File: src/rtl/lsu_sram_req_pkg.sv
// Shared definitions for the LSU data-bus initiator: memop codes, bus sizes, FSM states.
// LSU_LWLR_EN adds LWL/LWR to the set of load operations.
package lsu_sram_req_pkg;

  localparam int MMOP_W = 4;

  typedef enum logic [MMOP_W-1:0] {
    MOP_NOP = 4'd0,
    MOP_LB  = 4'd1,
    MOP_LBU = 4'd2,
    MOP_LH  = 4'd3,
    MOP_LHU = 4'd4,
    MOP_LW  = 4'd5,
    MOP_SB  = 4'd6,
    MOP_SH  = 4'd7,
    MOP_SW  = 4'd8,
    MOP_LWL = 4'd9,
    MOP_LWR = 4'd10
  } memop_e;

  localparam logic [1:0] SZ_B = 2'd0;
  localparam logic [1:0] SZ_H = 2'd1;
  localparam logic [1:0] SZ_W = 2'd2;

  typedef enum logic [2:0] {
    ST_IDLE,
    ST_REQ,
    ST_WAIT,
    ST_DONE,
    ST_CANCEL
  } state_e;

  function automatic logic is_load(input logic [MMOP_W-1:0] op);
    case (op)
      MOP_LB, MOP_LBU, MOP_LH, MOP_LHU, MOP_LW: is_load = 1'b1;
`ifdef LSU_LWLR_EN
      MOP_LWL, MOP_LWR:                         is_load = 1'b1;
`endif
      default:                                  is_load = 1'b0;
    endcase
  endfunction

  function automatic logic is_store(input logic [MMOP_W-1:0] op);
    case (op)
      MOP_SB, MOP_SH, MOP_SW: is_store = 1'b1;
      default:                is_store = 1'b0;
    endcase
  endfunction

  function automatic logic [1:0] op_size(input logic [MMOP_W-1:0] op);
    case (op)
      MOP_LB, MOP_LBU, MOP_SB: op_size = SZ_B;
      MOP_LH, MOP_LHU, MOP_SH: op_size = SZ_H;
      default:                 op_size = SZ_W;
    endcase
  endfunction

  // LWL/LWR are unaligned by design and never fault.
  function automatic logic misaligned(input logic [MMOP_W-1:0] op, input logic [1:0] lo);
    case (op)
      MOP_LH, MOP_LHU, MOP_SH: misaligned = lo[0];
      MOP_LW, MOP_SW:          misaligned = |lo;
      default:                 misaligned = 1'b0;
    endcase
  endfunction

endpackage

File: src/rtl/lsu_load_align.sv
// Combinational load formatter: selects the addressed lane and sign/zero-extends it.
// With LSU_LWLR_EN defined, also merges LWL/LWR results into the old rt value.
module lsu_load_align
  import lsu_sram_req_pkg::*;
(
  input  logic [MMOP_W-1:0] i_op,
  input  logic [1:0]        i_off,
  input  logic [31:0]       i_rdata,
  input  logic [31:0]       i_rt,
  output logic [31:0]       o_data
);

  logic [7:0]  w_byte;
  logic [15:0] w_half;

`ifdef LSU_LWLR_EN
  logic [4:0] w_shl;
  logic [4:0] w_shr;
  assign w_shl = {2'd3 - i_off, 3'b000};
  assign w_shr = {i_off, 3'b000};
`else
  logic w_unused_rt;
  assign w_unused_rt = ^i_rt;
`endif

  // NOTE: every output gets a default before the case so no path can infer a latch.
  always_comb begin
    w_byte = i_rdata[8*i_off +: 8];
    w_half = i_off[1] ? i_rdata[31:16] : i_rdata[15:0];
    o_data = '0;
    case (i_op)
      MOP_LB:  o_data = {{24{w_byte[7]}}, w_byte};
      MOP_LBU: o_data = {24'h0, w_byte};
      MOP_LH:  o_data = {{16{w_half[15]}}, w_half};
      MOP_LHU: o_data = {16'h0, w_half};
      MOP_LW:  o_data = i_rdata;
`ifdef LSU_LWLR_EN
      MOP_LWL: o_data = (i_rdata << w_shl) | (i_rt & ~(32'hFFFF_FFFF << w_shl));
      MOP_LWR: o_data = (i_rdata >> w_shr) | (i_rt & ~(32'hFFFF_FFFF >> w_shr));
`endif
      default: o_data = '0;
    endcase
  end

endmodule

File: src/rtl/lsu_sram_req.sv
// Data-side SRAM-like bus initiator between EX and MEM; one outstanding transaction.
// Defining LSU_LWLR_EN enables LWL/LWR; otherwise those codes are no-ops.
module lsu_sram_req
  import lsu_sram_req_pkg::*;
#(
  parameter int ADDR_W = 32,
  parameter int DATA_W = 32
) (
  input  logic              clk,
  input  logic              rst,
  input  logic              ex_valid_i,
  input  logic [3:0]        ex_memop_i,
  input  logic [ADDR_W-1:0] ex_addr_i,
  input  logic [DATA_W-1:0] ex_wdata_i,
  input  logic [DATA_W-1:0] ex_rt_i,
  input  logic              flush_i,
  input  logic              mem_stall_i,
  output logic              data_req,
  output logic              data_wr,
  output logic [1:0]        data_size,
  output logic [ADDR_W-1:0] data_addr,
  output logic [DATA_W-1:0] data_wdata,
  input  logic              data_addr_ok,
  input  logic              data_data_ok,
  input  logic [DATA_W-1:0] data_rdata,
  output logic [DATA_W-1:0] mem_rdata_o,
  output logic              mem_rvalid_o,
  output logic              adel_o,
  output logic              ades_o,
  output logic              lsu_stall_o
);

  if (DATA_W != 32) begin : g_bad_data_w
    $error("lsu_sram_req: DATA_W must be 32");
  end

  state_e              r_state, w_next;
  logic [MMOP_W-1:0]   r_op;
  logic [1:0]          r_off;
  logic [ADDR_W-1:0]   r_addr;
  logic [1:0]          r_size;
  logic                r_wr;
  logic                r_kill;
  logic [DATA_W-1:0]   r_wdata, r_rt, r_result;

  logic                w_is_load, w_is_store, w_misalign, w_lwlr, w_launch;
  logic [1:0]          w_size;
  logic [ADDR_W-1:0]   w_addr;
  logic [DATA_W-1:0]   w_wdata, w_fmt;

  always_comb begin
    w_is_load  = ex_valid_i && is_load(ex_memop_i);
    w_is_store = ex_valid_i && is_store(ex_memop_i);
    w_misalign = misaligned(ex_memop_i, ex_addr_i[1:0]);
`ifdef LSU_LWLR_EN
    w_lwlr     = (ex_memop_i == MOP_LWL) || (ex_memop_i == MOP_LWR);
`else
    w_lwlr     = 1'b0;
`endif
    w_launch   = (r_state == ST_IDLE) && (w_is_load || w_is_store) && !w_misalign && !flush_i;
    w_size     = op_size(ex_memop_i);
    w_addr     = ex_addr_i;
    if (w_lwlr) w_addr[1:0] = 2'b00;
    case (ex_memop_i)
      MOP_SB:  w_wdata = {4{ex_wdata_i[7:0]}};
      MOP_SH:  w_wdata = {2{ex_wdata_i[15:0]}};
      MOP_SW:  w_wdata = ex_wdata_i;
      default: w_wdata = '0;
    endcase
  end

  assign adel_o = w_is_load  && w_misalign;
  assign ades_o = w_is_store && w_misalign;

  lsu_load_align u_align (
    .i_op    (r_op),
    .i_off   (r_off),
    .i_rdata (data_rdata),
    .i_rt    (r_rt),
    .o_data  (w_fmt)
  );

  always_comb begin
    w_next       = r_state;
    data_req     = 1'b0;
    data_wr      = 1'b0;
    data_size    = SZ_B;
    data_addr    = '0;
    data_wdata   = '0;
    lsu_stall_o  = 1'b0;
    mem_rvalid_o = 1'b0;
    mem_rdata_o  = '0;
    unique case (r_state)
      ST_IDLE: if (w_launch) begin
        w_next      = data_addr_ok ? ST_WAIT : ST_REQ;
        data_req    = 1'b1;
        data_wr     = w_is_store;
        data_size   = w_size;
        data_addr   = w_addr;
        data_wdata  = w_wdata;
        lsu_stall_o = 1'b1;
      end
      ST_REQ: begin
        // A flushed request must still complete its address phase before being dropped.
        data_req    = 1'b1;
        data_wr     = r_wr;
        data_size   = r_size;
        data_addr   = r_addr;
        data_wdata  = r_wdata;
        lsu_stall_o = 1'b1;
        if (data_addr_ok) w_next = (r_kill || flush_i) ? ST_CANCEL : ST_WAIT;
      end
      ST_WAIT: begin
        lsu_stall_o = 1'b1;
        if (data_data_ok) w_next = flush_i ? ST_IDLE : ST_DONE;
        else if (flush_i) w_next = ST_CANCEL;
      end
      ST_DONE: begin
        if (flush_i) begin
          w_next = ST_IDLE;
        end else begin
          mem_rvalid_o = 1'b1;
          mem_rdata_o  = r_result;
          if (!mem_stall_i) w_next = ST_IDLE;
        end
      end
      ST_CANCEL: if (data_data_ok) w_next = ST_IDLE;
      default:   w_next = ST_IDLE;
    endcase
  end

  // NOTE: sequential state uses non-blocking assignments so every register samples pre-edge values.
  always_ff @(posedge clk or posedge rst) begin
    if (rst) begin
      r_state  <= ST_IDLE;
      r_op     <= '0;
      r_off    <= '0;
      r_addr   <= '0;
      r_size   <= '0;
      r_wr     <= 1'b0;
      r_kill   <= 1'b0;
      r_wdata  <= '0;
      r_rt     <= '0;
      r_result <= '0;
    end else begin
      r_state <= w_next;
      if (w_launch) begin
        r_op    <= ex_memop_i;
        r_off   <= ex_addr_i[1:0];
        r_addr  <= w_addr;
        r_size  <= w_size;
        r_wr    <= w_is_store;
        r_wdata <= w_wdata;
        r_rt    <= ex_rt_i;
        r_kill  <= 1'b0;
      end else if (r_state == ST_REQ && flush_i) begin
        r_kill  <= 1'b1;
      end
      if (r_state == ST_WAIT && data_data_ok && !flush_i)
        r_result <= r_wr ? '0 : w_fmt;
    end
  end

endmodule

File: config.mk
export PLATFORM = sky130hd
export DESIGN_NAME = lsu_sram_req
export DESIGN_NICKNAME = d
export VERILOG_FILES = /design/src/rtl/lsu_sram_req_pkg.sv /design/src/rtl/lsu_load_align.sv /design/src/rtl/lsu_sram_req.sv
export SDC_FILE = /design/constraint.sdc
export NUM_CORES = 1
export LEC_CHECK = 0
export CAP_MARGIN = 20
export CORE_UTILIZATION = 60
export CTS_CLUSTER_SIZE = 10
export DETAILED_ROUTE_END_ITERATION = 10
export DONT_BUFFER_PORTS = 1
export PLACE_DENSITY = 0.76
export SLEW_MARGIN = 0
export SYNTH_ARGS = -nofsm -noshare
export SYNTH_HDL_FRONTEND = slang
export SYNTH_SLANG_ARGS = --single-unit
File: constraint.sdc
create_clock -name clk -period 4.18 [get_ports clk]
set_input_delay 0.418 -clock clk [delete_from_list [all_inputs] [get_ports clk]]
set_output_delay 0.418 -clock clk [all_outputs]
set_load 0.01 [all_outputs]
== Word-level counts from Yosys, hierarchy flattened ==
Cells that the tools add are included.

* Register bits: 109
* Word-level logic and storage cells: 92
* Input port bits: 139
* Output and inout port bits: 104

* Shifts and indexed selects: 1
* Muxes and demuxes: 36
* Eq/ne operators: 22
* Reductions and logical operators: 24

{| class="wikitable"
|+ Operator list
! operator !! count
|-
| $mux W32 || 5
|-
| $pmux W32 S5 || 1
|-
| $pmux W32 S2 || 2
|-
| $pmux W32 S3 || 1
|-
| $shiftx A32 B6 Y8 || 1
|-
| $eq A4 B3 Y1 const B || 6
|-
| $mux W3 || 8
|-
| $eq A4 B2 Y1 const B || 4
|-
| $mux W16 || 1
|-
| $pmux W3 S5 || 1
|-
| $logic_and A1 B1 Y1 || 10
|-
| $reduce_or A3 Y1 || 3
|-
| $eq A4 B1 Y1 const B || 2
|-
| $mux W1 || 8
|-
| $pmux W1 S2 || 4
|-
| $pmux W2 S2 || 2
|-
| $eq A3 B2 Y1 const B || 2
|-
| $mux W2 || 3
|-
| $ne A2 B2 Y1 const B || 3
|-
| $ne A3 B3 Y1 const B || 2
|-
| $reduce_or A2 Y1 || 3
|-
| $reduce_and A5 Y1 || 1
|-
| $reduce_or A5 Y1 || 1
|-
| $eq A4 B4 Y1 const B || 1
|-
| other kinds (6) || 8
|}

== Depth between registers and ports, before layout ==
* Depth after elaboration: 10
* Gate-level depth with buffers: 8
* Depth with buffers taken out: 4

== Cells and area by module ==
A second synthesis with hierarchy kept.

* Cell total of the unflattened synthesis: 749
* Area total of the unflattened synthesis: 7724.9 um^2

{| class="wikitable"
|+ Modules (own cells, without submodules)
! module !! area each (um^2) !! cells each !! times used !! seq. area each (um^2)
|-
| lsu_sram_req || 6926.6 || 642 || 1 || 3478.3
|-
| lsu_load_align || 798.3 || 107 || 1 || 0.0
|}

== Least setup slack after synthesis ==
Ideal clock, no wire load.

* Path type: input to output
* Start point: input port ex_memop_i[3]
* End point: output port data_wdata[10]
* Required time: 3762 ps
* Slack: 1815 ps
* Data arrival time: 1947 ps
* Stages: 7
* Buffers on the path: 3
* Cell sequence: buf_2 nand4b_1 o41ai_2 or4b_1 buf_2 buf_2 o31ai_1

* Word-level cells in the longest chain between the ends: 10
* Elaborated cells on any way between the ends: 25
* Those cells by class: 8 x eq/ne; 6 x mux; 11 x reduce/logical

{| class="wikitable"
|+ Ends and longest elaborated chain
! what !! RTL line !! source
|-
| from (decl) || lsu_sram_req.sv:12 || <nowiki>input logic [3:0] ex_memop_i,</nowiki>
|-
| $eq A4 B2 Y1 (tied with other cells) || lsu_sram_req_pkg.sv:34, lsu_sram_req_pkg.sv:60 ||
|-
| $reduce_or A5 Y1 or $reduce_or A3 Y1 (tied branches) || lsu_sram_req_pkg.sv:34, lsu_sram_req_pkg.sv:44 ||
|-
| $mux W1 (on tied branches) || lsu_sram_req_pkg.sv:34, lsu_sram_req_pkg.sv:44 ||
|-
| $logic_and A1 B1 Y1 (on tied branches) || lsu_sram_req.sv:52, lsu_sram_req.sv:53 ||
|-
| $logic_or A1 B1 Y1 || lsu_sram_req.sv:60 || <nowiki>w_launch = (r_state == ST_IDLE) && (w_is_load || w_is_store) && !w_misalign && !flush_i;</nowiki>
|-
| $logic_and A1 B1 Y1 (3 in series) || lsu_sram_req.sv:60 ||
|-
| $mux W32 (*) || lsu_sram_req.sv:94 || <nowiki>ST_IDLE: if (w_launch) begin</nowiki>
|-
| $pmux W32 S2 (*) || lsu_sram_req.sv:93 || <nowiki>unique case (r_state)</nowiki>
|-
| to (decl) || lsu_sram_req.sv:22 || <nowiki>output logic [DATA_W-1:0] data_wdata,</nowiki>
|}

Every way passes the cells marked *; elsewhere a longest branch is shown, timed or not.

== Worst setup path in the final report ==
* Start point: register r_state[0]
* End point: output port data_wdata[16]

* Word-level cells in the longest chain between the ends: 6
* Elaborated cells on any way between the ends: 7
* Those cells by class: 1 x eq/ne; 2 x mux; 4 x reduce/logical

{| class="wikitable"
|+ Ends and longest elaborated chain
! what !! RTL line !! source
|-
| from (decl) || lsu_sram_req.sv:37 || <nowiki>state_e r_state, w_next;</nowiki>
|-
| from (signal assigned) || lsu_sram_req.sv:146 || <nowiki>r_state <= w_next;</nowiki>
|-
| $logic_not A3 Y1 || lsu_sram_req.sv:60, lsu_sram_req.sv:93 ||
|-
| $logic_and A1 B1 Y1 (3 in series) || lsu_sram_req.sv:60 ||
|-
| $mux W32 || lsu_sram_req.sv:94 ||
|-
| $pmux W32 S2 (*) || lsu_sram_req.sv:93 ||
|}

Marks and branches as above.

==> flow_metrics.env <==
export IMPL_status="finished, final reports clean"
export IMPL_htreeDepth=3
export IMPL_ys_seq_area_share_pct=41.4
export IMPL_final_area_um2=6680
export IMPL_crit_arrival_ns=3.03
export IMPL_ctsRootBufferMaster="clkbuf_8"
export IMPL_cp_num_buf_inv=1
export IMPL_clk_pin_slew_ns=0.11
export IMPL_worst_slack_ns=0.736
export IMPL_synth_top_cell_by_area="dfrtp_1"
export IMPL_synth_ff_type="dfrtp_1"
export IMPL_synth_fp_nets=813
export IMPL_relSlewSlack_pct=19.2
export IMPL_grt_pass1_vias=5272
export IMPL_ant_nets=0
export IMPL_cap_violations=0
export IMPL_die_h_um=106
export IMPL_finalSetupTns_ns=0
export IMPL_core_um2=10400
export IMPL_fin_crit_ns=3.44
export IMPL_grt_start_max_net_pins=76
export IMPL_synth_area_leaders="dfrtp_1, mux2_2, a22o_1"
export IMPL_cts_resized_gates=0
export IMPL_ir_drop_mv=0.300
export IMPL_cp_slowest_stage_delay_ns=0.77
export IMPL_synth_area_um2=6470
export IMPL_endpoint_kind="primary output"
export IMPL_dp_slack_ns=1.13
export IMPL_cpMaxStageDelayCell="or3_1"
export IMPL_power_frac_seq_pct=45.6
export IMPL_fillers=865
export IMPL_initial_core_util_pct=62.4
export IMPL_gr_total_overflow=0
export IMPL_firstDrtPassIters=5
export IMPL_routed_via_density=6.96
export IMPL_worst_ep_required_time_ns=3.76
export IMPL_io_pins=243
export IMPL_hold_viol_final=0
export IMPL_synth_edf_count=0
export IMPL_yosysTopAreaCellShare_pct=41.4
export IMPL_portBuffers=0
export IMPL_ys_types=59
export IMPL_internal_power_mw=2.29
export IMPL_dp_hpwl_um=11700
export IMPL_cts_setup_buffers=0
export IMPL_insertedDiodeCount=0
export IMPL_p_clk_share_pct=17.7
export IMPL_finalClockSkew_ns=0.0133
export IMPL_max_slew_worst_pin_slew_ns=1.18
export IMPL_grt_use_total_pct=31.0
export IMPL_synthArstFlopShare_pct=100
export IMPL_ctsHoldBuffers=0
export IMPL_combPwrFrac_pct=36.7
export IMPL_yosysWarningCount=0
export IMPL_place_area_um2=6470
export IMPL_grt_pass1_wl_um=27100
export IMPL_place_congestion=0.844
export IMPL_path_cells="buf_4 > nor4_1 > nand4_1 > or3_1 > o21ai_0"
export IMPL_switching_power_mw=1.42
export IMPL_synth_most_common_cell="dfrtp_1"
export IMPL_place_inst=753
export IMPL_worstSkewPairLatency_ns=0.37
export IMPL_cts_tree="yes"
export IMPL_hold_slack_ns=0.110
export IMPL_cts_sinks=107
export IMPL_post_route_util_pct=64.4
export IMPL_die_w_um=106
export IMPL_rsz0062_at_grt="no"
export IMPL_crit_family="simple AND/OR/NAND/NOR gates"
export IMPL_hold_path_class="input pin to asynchronous set/reset pin"
export IMPL_vias=5366
export IMPL_crit_fanout=46
export IMPL_nNetsFinal=769
export IMPL_antenna_found_initial=0
export IMPL_netlist_instances=674
export IMPL_ys_seq_elements=107
export IMPL_wl_per_cell_um=22.5
export IMPL_fmax_mhz=290
export IMPL_regArea_um2=2680
export IMPL_drt_initial_drc_count=566
export IMPL_rows=37
export IMPL_drive_above_1_share_pct=15.3
export IMPL_area_delta_synth_final_pct=3.17
export IMPL_synth_common_cells="dfrtp_1, nand2_1, a22o_1"
export IMPL_clock_path_buffers=2
export IMPL_p_per_area_nw_per_um2=555
export IMPL_multiInputGateArea_um2=3370
export IMPL_numCtsBuffers=9
export IMPL_wirelength_um=17300
export IMPL_setup_viol=0
export IMPL_drc=0
export IMPL_maxSlewViolCount=0
export IMPL_p_total_mw=3.70
export IMPL_critPathKind="register to primary output"
export IMPL_die_area_um2=11200
export IMPL_startpoint_type="register"
export IMPL_p_leak_nw=2.77
export IMPL_syn_area_per_cell_um2=9.60
export IMPL_sw_frac_of_total_pct=38.2
export IMPL_finalNonFillerCells=771
export IMPL_layout_worst_path_cycle_share_pct=82.4
==> logic make-up after synthesis <==
group	after synthesis	synth area share, %
AOI/OAI and AO/OA	246	27.9
muxes	62	10.8
xor gates and xnor gates	3	0.406
and+or+nand+nor	149	12.4
DFF	107	41.4
buffers and inverters	107	7.08
==> flip-flops by register name, summed over array words and instances, names as in the netlist <==
name / flops
r_off: 1
r_wdata: 32
r_state: 3
r_op: 4
r_addr: 31
r_result: 32
r_wr: 1
r_size: 2
r_kill: 1
==> layer usage <==
metal / routed length [um] / GRT usage (%)
met5: 0 / 0
met4: 427 / 10.9
met3: 1510 / 9.15
met2: 8380 / 50.4
met1: 7000 / 39.5
==> placed cells by master (no fill, tap or decap), types with 3 or more instances in the layout <==
master,Yosys,final
a21oi_1,20,20
a221oi_1,7,7
a22o_1,57,57
a22oi_1,24,24
a2bb2oi_1,5,5
and3_1,32,32
buf_4,3,15
clkbuf_8,0,9
dfrtp_1,107,107
inv_1,35,34
mux2_2,51,51
mux2i_1,9,9
nand2_1,66,66
nor2_1,10,10
nor2b_1,4,4
nor3b_1,4,3
nor4_1,3,3
o211ai_1,9,9
o21ai_0,50,50
o31ai_1,36,36
o32ai_1,24,24
==> path summary, 6_finish.rpt <==
check | from | endpoint | cells past startpoint | slack [ns]
worst max-delay path | r_state[0] | data_wdata[16] | 5 | 0.74
worst min-delay path | rst | r_result[3] | 1 | 0.11
worst max register to register | r_state[0] | r_addr[2] | 6 | 1.37
worst min register to register | r_result[18] | r_result[18] | 1 | 0.51
max in group asynchronous | rst | r_wdata[21] | 2 | 3.08
min in group clk | ex_addr_i[17] | r_addr[17] | 1 | 0.19
==> layout make-up <==
class	count	area share, %
Inverter	35	2.01
Clock buffer	9	1.86
Timing Repair Buffer	17	1.84
Multi-Input combinational cell	460	50.5
Tap cell	136	2.55
Clock inverter	7	1.14
Sequential cell	107	40.1
==> worst reg2reg max path, delay by kind of cell (launching register included) <==
kind,cells,cell delay [ns]
simple gates,3,1.04
mux,1,0.46
buf+inv,2,0.81
flops,1,0.37
==> power by group through the flow <==
stage	clock network (mW)	logic [mW]	registers, mW
3_3_place_gp	0	1.28	1.67
5_1_grt	0.716	1.49	1.74
3_5_place_dp	0	1.34	1.70
6_report	0.657	1.36	1.69
2_1_floorplan	0	1.21	1.56
4_1_cts	0.669	1.34	1.68
(Power assumes the default switching activity.)
